--- src/rtl/ram_access_ctrl_pkg.sv ---
// Shared types and default sizes for the RAM access controller.
// Optional feature macro used by the controller: RAM_ACCESS_CTRL_WR_VERIFY_EN
// (adds a read-back VERIFY state after every store).
package ram_access_pkg;

  localparam int unsigned DEF_ADDR_W    = 16;
  localparam int unsigned DEF_DATA_W    = 16;
  localparam int unsigned DEF_MEM_DEPTH = 256;
  localparam int unsigned DEF_RD_WAIT   = 1;
  // Wait counter width; covers RD_WAIT up to 15.
  localparam int unsigned CNT_W         = 4;

  typedef enum logic [2:0] {
    IDLE,
    WRITE,
    READ,
    RESP,
    VERIFY
  } state_t;

endpackage

--- src/rtl/ram_access_ctrl_if.sv ---
// Core-side load/store request and response channel.
// Signals:
//   req_valid/req_ready : request handshake (core -> controller)
//   req_we              : 1 = store, 0 = load
//   req_addr/req_wdata  : word address and store data
//   rsp_valid/rsp_ready : response handshake (controller -> core)
//   rsp_rdata/rsp_err   : load data and error flag
// Modports: master = core side, slave = controller side.
interface ram_access_ctrl_if #(
  parameter int unsigned ADDR_W = ram_access_pkg::DEF_ADDR_W,
  parameter int unsigned DATA_W = ram_access_pkg::DEF_DATA_W
);

  logic              req_valid;
  logic              req_ready;
  logic              req_we;
  logic [ADDR_W-1:0] req_addr;
  logic [DATA_W-1:0] req_wdata;
  logic              rsp_valid;
  logic              rsp_ready;
  logic [DATA_W-1:0] rsp_rdata;
  logic              rsp_err;

  modport master (
    output req_valid, req_we, req_addr, req_wdata, rsp_ready,
    input  req_ready, rsp_valid, rsp_rdata, rsp_err
  );

  modport slave (
    input  req_valid, req_we, req_addr, req_wdata, rsp_ready,
    output req_ready, rsp_valid, rsp_rdata, rsp_err
  );

endinterface

--- src/rtl/ram_access_ctrl.sv ---
// Processor-side initiator for a single-port RAM with combinational read.
// Accepts one load/store at a time, drives the RAM port, returns one response
// per request with an error flag (out-of-range address, or failed write verify).
// Ports:
//   clk, rst_n : clock, asynchronous active-low reset
//   bus        : request/response channel (ram_access_ctrl_if.slave)
//   busy       : controller not idle
//   ram_addr   : RAM address (add)
//   ram_din    : RAM write data (datain)
//   ram_we     : RAM write enable (en)
//   ram_dout   : RAM read data (dataout)
// Optional feature: define RAM_ACCESS_CTRL_WR_VERIFY_EN to read back every
// store for RD_WAIT cycles and flag a mismatch in rsp_err.
module ram_access_ctrl
  import ram_access_pkg::*;
#(
  parameter int unsigned ADDR_W    = DEF_ADDR_W,
  parameter int unsigned DATA_W    = DEF_DATA_W,
  parameter int unsigned MEM_DEPTH = DEF_MEM_DEPTH,
  parameter int unsigned RD_WAIT   = DEF_RD_WAIT
) (
  input  logic              clk,
  input  logic              rst_n,
  ram_access_ctrl_if.slave  bus,
  output logic              busy,
  output logic [ADDR_W-1:0] ram_addr,
  output logic [DATA_W-1:0] ram_din,
  output logic              ram_we,
  input  logic [DATA_W-1:0] ram_dout
);

  // One extra bit so MEM_DEPTH == 2**ADDR_W still compares correctly.
  localparam logic [ADDR_W:0]  DEPTH_L  = (ADDR_W+1)'(MEM_DEPTH);
  localparam logic [CNT_W-1:0] CNT_INIT = CNT_W'(RD_WAIT - 1);

  state_t            r_state;
  logic [CNT_W-1:0]  r_cnt;
  logic              r_req_ready;
  logic              r_busy;
  logic              r_rsp_valid;
  logic              r_rsp_err;
  logic [DATA_W-1:0] r_rsp_rdata;
  logic              r_ram_we;
  logic [ADDR_W-1:0] r_ram_addr;
  logic [DATA_W-1:0] r_ram_din;

  state_t            w_state_nxt;
  logic [CNT_W-1:0]  w_cnt_nxt;
  logic              w_rsp_err_nxt;
  logic [DATA_W-1:0] w_rsp_rdata_nxt;
  logic [ADDR_W-1:0] w_ram_addr_nxt;
  logic [DATA_W-1:0] w_ram_din_nxt;
  logic              w_oor;

  assign w_oor = {1'b0, bus.req_addr} >= DEPTH_L;

  // State and output registers; reset aborts any operation in flight.
  always_ff @(posedge clk or negedge rst_n) begin
    if (!rst_n) begin
      r_state     <= IDLE;
      r_cnt       <= '0;
      r_req_ready <= 1'b1;
      r_busy      <= 1'b0;
      r_rsp_valid <= 1'b0;
      r_rsp_err   <= 1'b0;
      r_rsp_rdata <= '0;
      r_ram_we    <= 1'b0;
      r_ram_addr  <= '0;
      r_ram_din   <= '0;
    end else begin
      r_state     <= w_state_nxt;
      r_cnt       <= w_cnt_nxt;
      r_req_ready <= (w_state_nxt == IDLE);
      r_busy      <= (w_state_nxt != IDLE);
      r_rsp_valid <= (w_state_nxt == RESP);
      r_rsp_err   <= w_rsp_err_nxt;
      r_rsp_rdata <= w_rsp_rdata_nxt;
      r_ram_we    <= (w_state_nxt == WRITE);
      r_ram_addr  <= w_ram_addr_nxt;
      r_ram_din   <= w_ram_din_nxt;
    end
  end

  // Next-state and next-output logic.
  always_comb begin
    w_state_nxt     = r_state;
    w_cnt_nxt       = r_cnt;
    w_rsp_err_nxt   = r_rsp_err;
    w_rsp_rdata_nxt = r_rsp_rdata;
    w_ram_addr_nxt  = r_ram_addr;
    w_ram_din_nxt   = r_ram_din;

    case (r_state)
      IDLE: begin
        if (bus.req_valid) begin
          w_ram_addr_nxt = bus.req_addr;
          w_ram_din_nxt  = bus.req_wdata;
          if (w_oor) begin
            w_state_nxt     = RESP;
            w_rsp_err_nxt   = 1'b1;
            w_rsp_rdata_nxt = '0;
          end else if (bus.req_we) begin
            w_state_nxt = WRITE;
          end else begin
            w_state_nxt = READ;
            w_cnt_nxt   = CNT_INIT;
          end
        end
      end

      WRITE: begin
`ifdef RAM_ACCESS_CTRL_WR_VERIFY_EN
        w_state_nxt = VERIFY;
        w_cnt_nxt   = CNT_INIT;
`else
        w_state_nxt     = RESP;
        w_rsp_err_nxt   = 1'b0;
        w_rsp_rdata_nxt = '0;
`endif
      end

      READ: begin
        if (r_cnt == '0) begin
          w_state_nxt     = RESP;
          w_rsp_err_nxt   = 1'b0;
          w_rsp_rdata_nxt = ram_dout;
        end else begin
          w_cnt_nxt = r_cnt - CNT_W'(1);
        end
      end

`ifdef RAM_ACCESS_CTRL_WR_VERIFY_EN
      // Read back the word just written; r_ram_din still holds the store data.
      VERIFY: begin
        if (r_cnt == '0) begin
          w_state_nxt     = RESP;
          w_rsp_err_nxt   = (ram_dout != r_ram_din);
          w_rsp_rdata_nxt = '0;
        end else begin
          w_cnt_nxt = r_cnt - CNT_W'(1);
        end
      end
`endif

      RESP: begin
        if (bus.rsp_ready) begin
          w_state_nxt = IDLE;
        end
      end

      default: begin
        w_state_nxt = IDLE;
      end
    endcase
  end

  assign bus.req_ready = r_req_ready;
  assign bus.rsp_valid = r_rsp_valid;
  assign bus.rsp_err   = r_rsp_err;
  assign bus.rsp_rdata = r_rsp_rdata;
  assign busy          = r_busy;
  assign ram_we        = r_ram_we;
  assign ram_addr      = r_ram_addr;
  assign ram_din       = r_ram_din;

endmodule

--- src/flat_wrapper.sv ---
// flat-port wrapper written by rule: the top's interface ports become plain ports
module ram_access_ctrl_flat import ram_access_pkg::*;
#(
  parameter int unsigned ADDR_W    = DEF_ADDR_W,
  parameter int unsigned DATA_W    = DEF_DATA_W,
  parameter int unsigned MEM_DEPTH = DEF_MEM_DEPTH,
  parameter int unsigned RD_WAIT   = DEF_RD_WAIT
)
  (clk, rst_n, busy, ram_addr, ram_din, ram_we, ram_dout, bus_req_valid, bus_req_we, bus_req_addr, bus_req_wdata, bus_rsp_ready, bus_req_ready, bus_rsp_valid, bus_rsp_rdata, bus_rsp_err);
  ram_access_ctrl_if #(.ADDR_W(ADDR_W), .DATA_W(DATA_W)) bus_i ();
  input  logic clk;
  input  logic rst_n;
  output logic busy;
  output logic [ADDR_W-1:0] ram_addr;
  output logic [DATA_W-1:0] ram_din;
  output logic ram_we;
  input  logic [DATA_W-1:0] ram_dout;
  input wire logic [$bits(bus_i.req_valid)-1:0] bus_req_valid;
  input wire logic [$bits(bus_i.req_we)-1:0] bus_req_we;
  input wire logic [$bits(bus_i.req_addr)-1:0] bus_req_addr;
  input wire logic [$bits(bus_i.req_wdata)-1:0] bus_req_wdata;
  input wire logic [$bits(bus_i.rsp_ready)-1:0] bus_rsp_ready;
  output wire logic [$bits(bus_i.req_ready)-1:0] bus_req_ready;
  output wire logic [$bits(bus_i.rsp_valid)-1:0] bus_rsp_valid;
  output wire logic [$bits(bus_i.rsp_rdata)-1:0] bus_rsp_rdata;
  output wire logic [$bits(bus_i.rsp_err)-1:0] bus_rsp_err;
  assign bus_i.req_valid = bus_req_valid;
  assign bus_i.req_we = bus_req_we;
  assign bus_i.req_addr = bus_req_addr;
  assign bus_i.req_wdata = bus_req_wdata;
  assign bus_i.rsp_ready = bus_rsp_ready;
  assign bus_req_ready = bus_i.req_ready;
  assign bus_rsp_valid = bus_i.rsp_valid;
  assign bus_rsp_rdata = bus_i.rsp_rdata;
  assign bus_rsp_err = bus_i.rsp_err;
  ram_access_ctrl #(.ADDR_W(ADDR_W), .DATA_W(DATA_W), .MEM_DEPTH(MEM_DEPTH), .RD_WAIT(RD_WAIT)) u_core (.clk(clk), .rst_n(rst_n), .bus(bus_i), .busy(busy), .ram_addr(ram_addr), .ram_din(ram_din), .ram_we(ram_we), .ram_dout(ram_dout));
endmodule
--- config.mk ---
export PLATFORM = sky130hd
export DESIGN_NAME = ram_access_ctrl_flat
export DESIGN_NICKNAME = d
export VERILOG_FILES = /design/src/rtl/ram_access_ctrl_pkg.sv /design/src/rtl/ram_access_ctrl_if.sv /design/src/rtl/ram_access_ctrl.sv /design/src/flat_wrapper.sv
export SDC_FILE = /design/constraint.sdc
export NUM_CORES = 1
export LEC_CHECK = 0
export CAP_MARGIN = 20
export CORE_ASPECT_RATIO = 0.75
export CORE_MARGIN = 4
export CORE_UTILIZATION = 25
export CTS_CLUSTER_SIZE = 25
export DETAILED_ROUTE_END_ITERATION = 12
export PLACE_DENSITY = 0.5
export SLEW_MARGIN = 20
export SYNTH_ARGS = -nofsm -noshare
export SYNTH_HDL_FRONTEND = slang
export SYNTH_SLANG_ARGS = --single-unit
--- constraint.sdc ---
create_clock -name clk -period 2.1 [get_ports clk]
set_input_delay 0.42 -clock clk [delete_from_list [all_inputs] [get_ports clk]]
set_output_delay 0.42 -clock clk [all_outputs]
set_load 0.02 [all_outputs]
; ---- Word-level counts from Yosys, hierarchy flattened
; Index checks and enable logic that the tools add are counted.
[word_totals]
reg_bits = 60
inputBits = 53
output_inout_bits = 53
word_cells = 51
[op_classes]
addsub = 1
n_lt_le_gt_ge = 1
n_eq_ne = 11
muxes = 19
n_reduce_logical = 9
[ops]
columns = operator, n
row1 = $mux 16, 3
row2 = $pmux 16 s3, 1
row3 = $ge 16x9->1 const B, 1
row4 = $mux 4, 4
row5 = $mux 3, 4
row6 = $pmux 3 s4, 1
row7 = $eq 3x2->1 const B, 3
row8 = $ne 2x2->1 const B, 4
row9 = $pmux 4 s2, 1
row10 = $eq 3x1->1 const B, 2
row11 = $logic_not 3->1, 2
row12 = $reduce_bool 3->1, 2
row13 = $reduce_and 5->1, 1
row14 = $logic_not 4->1, 1
row15 = $ne 2x1->1 const B, 2
row16 = $reduce_and 4->1, 1
row17 = $sub 4x1->4 const B, 1
row18 = $mux 1, 3
row19 = $pmux 1 s3, 1
row20 = $mux 2, 1
row21 = $reduce_and 2->1, 1
row22 = $reduce_bool 2->1, 1

; ---- Logic depth before layout (Yosys ltp)
[depth]
word_depth = 5
ltp_mapped = 7
mapped_depth_nobuf = 6

; ---- Worst setup path before layout
; No wires, ideal clock.
[synth_path]
path_type = flip-flop to flip-flop
from = register u_core.r_cnt[0]
to = register u_core.r_rsp_rdata[10], in the netlist u_core.bus.rsp_rdata[10]
t_arrival_ns = 1.683
slack_ns = 0.297
path_stages_with_launch = 8
n_path_buf = 1
path_cell_list = dfrtp_1 > inv_1 > ha_1 > or3b_4 > o21ai_4 > o311ai_4 > buf_6 > a22o_1
[synth_via]
elab_chain_cells = 3
[synth_rtl]
columns = element, line
row1 = start: declaration, ram_access_ctrl.sv:37  ; logic [CNT_W-1:0] r_cnt;
row2 = start signal: assignment, ram_access_ctrl.sv:72  ; r_cnt <= w_cnt_nxt;
row3 = $logic_not 4->1, ram_access_ctrl.sv:123  ; if (r_cnt == '0) begin
row4 = $ne 2x1->1 (no source line), n/a
row5 = $reduce_and 4->1 (no source line), n/a
row6 = end signal: assignment, ram_access_ctrl.sv:77  ; r_rsp_rdata <= w_rsp_rdata_nxt;
row7 = end: declaration, ram_access_ctrl.sv:42  ; logic [DATA_W-1:0] r_rsp_rdata;
; No other way between the ends.
; A chain may end at the register's enable or synchronous reset.

; ---- Worst setup path in the final report
[layout_path]
from = register u_core.r_cnt[0]
to = register u_core.r_rsp_rdata[3], in the netlist u_core.bus.rsp_rdata[3]
; The elaborated chain is that of the path after synthesis.

==> metrics.yaml <==
final_layout:
  fillers: 918
  final_area_um2: 4074
  multiInputGateArea_um2: 868.3
  drive_above_1_share: 0.1099
  final_nets: 405
  layout_commonest_cell: "clkdlybuf4s50_1"
  register_area_um2: 1503
  final_cell_mix: "104 x clkdlybuf4s50_1, 102 x nand2_1, 59 x dfrtp_1"
  diodes: 0
  syn_to_final_growth_pct: 66.97
  fin_cells: 483
drt:
  num_vias: 2021
  viasPerCell: 4.184
  wire_per_inst_um: 13.40
  dr.pass1.iters: 4
  wirelength_um: 6474
  drc_errors: 0
  drtAntennaViolNets: 0
  drtIter0Drc: 54
global_routing:
  globalRoute.totalOverflow: 0
  grt_pass1_vias: 2066
  grt_pass1_wl_um: 10490
  grt_max_degree: 61
  track_usage: 0.1179
  antenna_found_initial: 0
sta:
  skew_ns: 0.002705
  hold_viol_final: 0
  setup_viol: 0
  report.final.slew_viol_count: 0
  grt_setup_unrepaired: "false"
  worst_hold_slack_ns: 0.09629
  tns_ns: 0
  clock.fmax_mhz: 535.4
  fin_crit_ns: 1.868
  timing.final.crit_share: 0.8894
synth:
  ys_ff_latch: 60
  synth_area_um2: 2440
  synthCells: 232
  ys_seq_area_frac: 0.6159
  yosysUniqueCellTypes: 32
  syn-num-nets: 287
  postSynthAreaPerCell_um2: 10.52
  yosysWarnings: 0
clock_network:
  numCtsBuffers: 9
  tritoncts: "done"
  path_clk_slew_ns: 0.05
  cts_resized: 0
  cts-root-buf: "clkbuf_16"
  clockBufferDepth: 2
  clk_latency_ns: 0.32
  cts_htree_levels: 3
  cts_setup_buffers: 0
  clock-sinks: 60
  cts-hold-fix-buffers: 0
worst_setup_path:
  r2r_start: "u_core.r_cnt[0]"
  required_ns: 2.30
  crit_type: "flip-flop to flip-flop"
  critPathLaunchType: "flip-flop"
  arrival_ns: 2.07
  endpoint_kind: "flip-flop"
  cp_max_fo: 17
  startpoint: "u_core.r_cnt[0]"
pwr:
  pwr_density_cell_nw_per_um2: 1299
  irDropWorstVdd_v: 0.0005056
  total_power_mw: 5.291
  leakage_nw: 1.883
placed_design:
  gp_congestion: 0.7503
  hpwl_um: 4698
  dp_cells: 467
  placed_area_um2: 3704
  port_buffers: 105
floorplan:
  core_um2: 9271
  ios: 106
  rows: 30
  dieArea_um2: 11420
  die-height_um: 93.56
  start_util: 0.2632
  die_x_um: 122.1
status:
  outcome: "completed"
job:
  maxCapViolations: 0
hold_path:
  hold_class: "primary input to async pin"
## registers in the layout (all words and copies together), names as in the netlist
register / count
u_core.r_state: 3
u_core.ram_addr: 16
u_core.bus.req_ready: 1
u_core.bus.rsp_err: 1
u_core.bus.rsp_rdata: 16
u_core.bus.rsp_valid: 1
u_core.ram_din: 16
u_core.busy: 1
u_core.r_cnt: 4
u_core.ram_we: 1
## worst max-delay path, stage by stage, from the launching register on
cell and delay [ns]:
dfrtp_1 0.41, inv_1 0.11, ha_1 0.16, or3b_4 0.41, o21ai_4 0.15, o311ai_4 0.11, buf_12 0.17, a22o_1 0.23
## path summary, 6_finish.rpt
| kind | depth (start not counted) | to | slack (ns) |
|---|---|---|---|
| setup / recovery | 7 | u_core.bus.rsp_rdata[3] | 0.23 |
| min in group clk | 2 | u_core.ram_addr[2] | 0.47 |
| hold reg to reg | 2 | u_core.ram_addr[2] | 0.47 |
| max in group asynchronous | 2 | u_core.bus.req_ready | 1.70 |
| hold / removal | 2 | u_core.bus.rsp_rdata[0] | 0.1 |
| setup reg to reg | 7 | u_core.bus.rsp_rdata[3] | 0.23 |
## stage by stage
step | setup WS (ns) | utilization
final | 0.2322 | 0.4394
after CTS | 0.2212 | 0.4394
after global placement | 0.04523 | 0.3995
after floorplan | 0.2965 | -
after detailed placement | 0.03035 | 0.3995
after global routing | 0.1416 | 0.4394
## cell usage after synthesis, drive strengths merged
| cell | instances | area (um2) |
|---|---|---|
| dfstp | 1 | 26.28 |
| o311ai | 1 | 26.28 |
| nor4b | 1 | 23.77 |
| o21ai | 3 | 26.28 |
| a21oi | 1 | 5.000 |
| or3b | 2 | 20.02 |
| a21o | 2 | 15.01 |
| nand3b | 2 | 15.01 |
| nand2 | 103 | 389.1 |
| nor3b | 2 | 15.01 |
| dfrtp | 59 | 1476 |
| a22o | 17 | 148.9 |
| nor3 | 3 | 15.01 |
| nand2b | 1 | 6.260 |
| clkbuf | 3 | 11.26 |
| mux2i | 2 | 20.02 |
| nor2 | 9 | 36.29 |
| conb | 1 | 3.750 |
| o22ai | 1 | 6.260 |
| and3 | 1 | 6.260 |
| nor4 | 3 | 55.05 |
| buf | 7 | 46.29 |
| inv | 3 | 11.26 |
| nand3 | 2 | 10.01 |
| ha | 2 | 25.02 |
## area by class of cell
cell class,instances,share of cell area
Clock inverter,3,0.02211
Clock buffer,13,0.06880
Sequential cell,60,0.3689
Tap cell,128,0.03931
Inverter,3,0.002764
Timing Repair Buffer,117,0.2850
Multi-Input combinational cell,159,0.2131
## per-layer routing
metal,vias up,global-route usage,share of wire
met4,0,0.03635,0.0077
met2,81,0.1641,0.40
met5,-,0,0
met1,937,0.1611,0.50
met3,5,0.05562,0.095
li1,998,-,-
## cell families (layout without fill, tap and decap cells)
logic type                 after synthesis  count (layout)  synth area share
and+or+nand+nor                        129             129            0.2426
DFF                                     60              60            0.6159
AOI/OAI and AO/OA                       25              25           0.09333
buffers and inverters                   13             136           0.02820
adders and majority gates                2               2           0.01025
muxes                                    2               2          0.008205
other                                    1               1          0.001537
## power breakdown
group	switching (mW)	leakage, nW	total [mW]	internal [mW]
sequential	0.223	0.766	1.74	1.52
clock	0.491	0.182	1.78	1.29
combinational	0.908	0.934	1.77	0.866
total	1.62	1.88	5.29	3.67
Power figures use the tool's default switching activity.
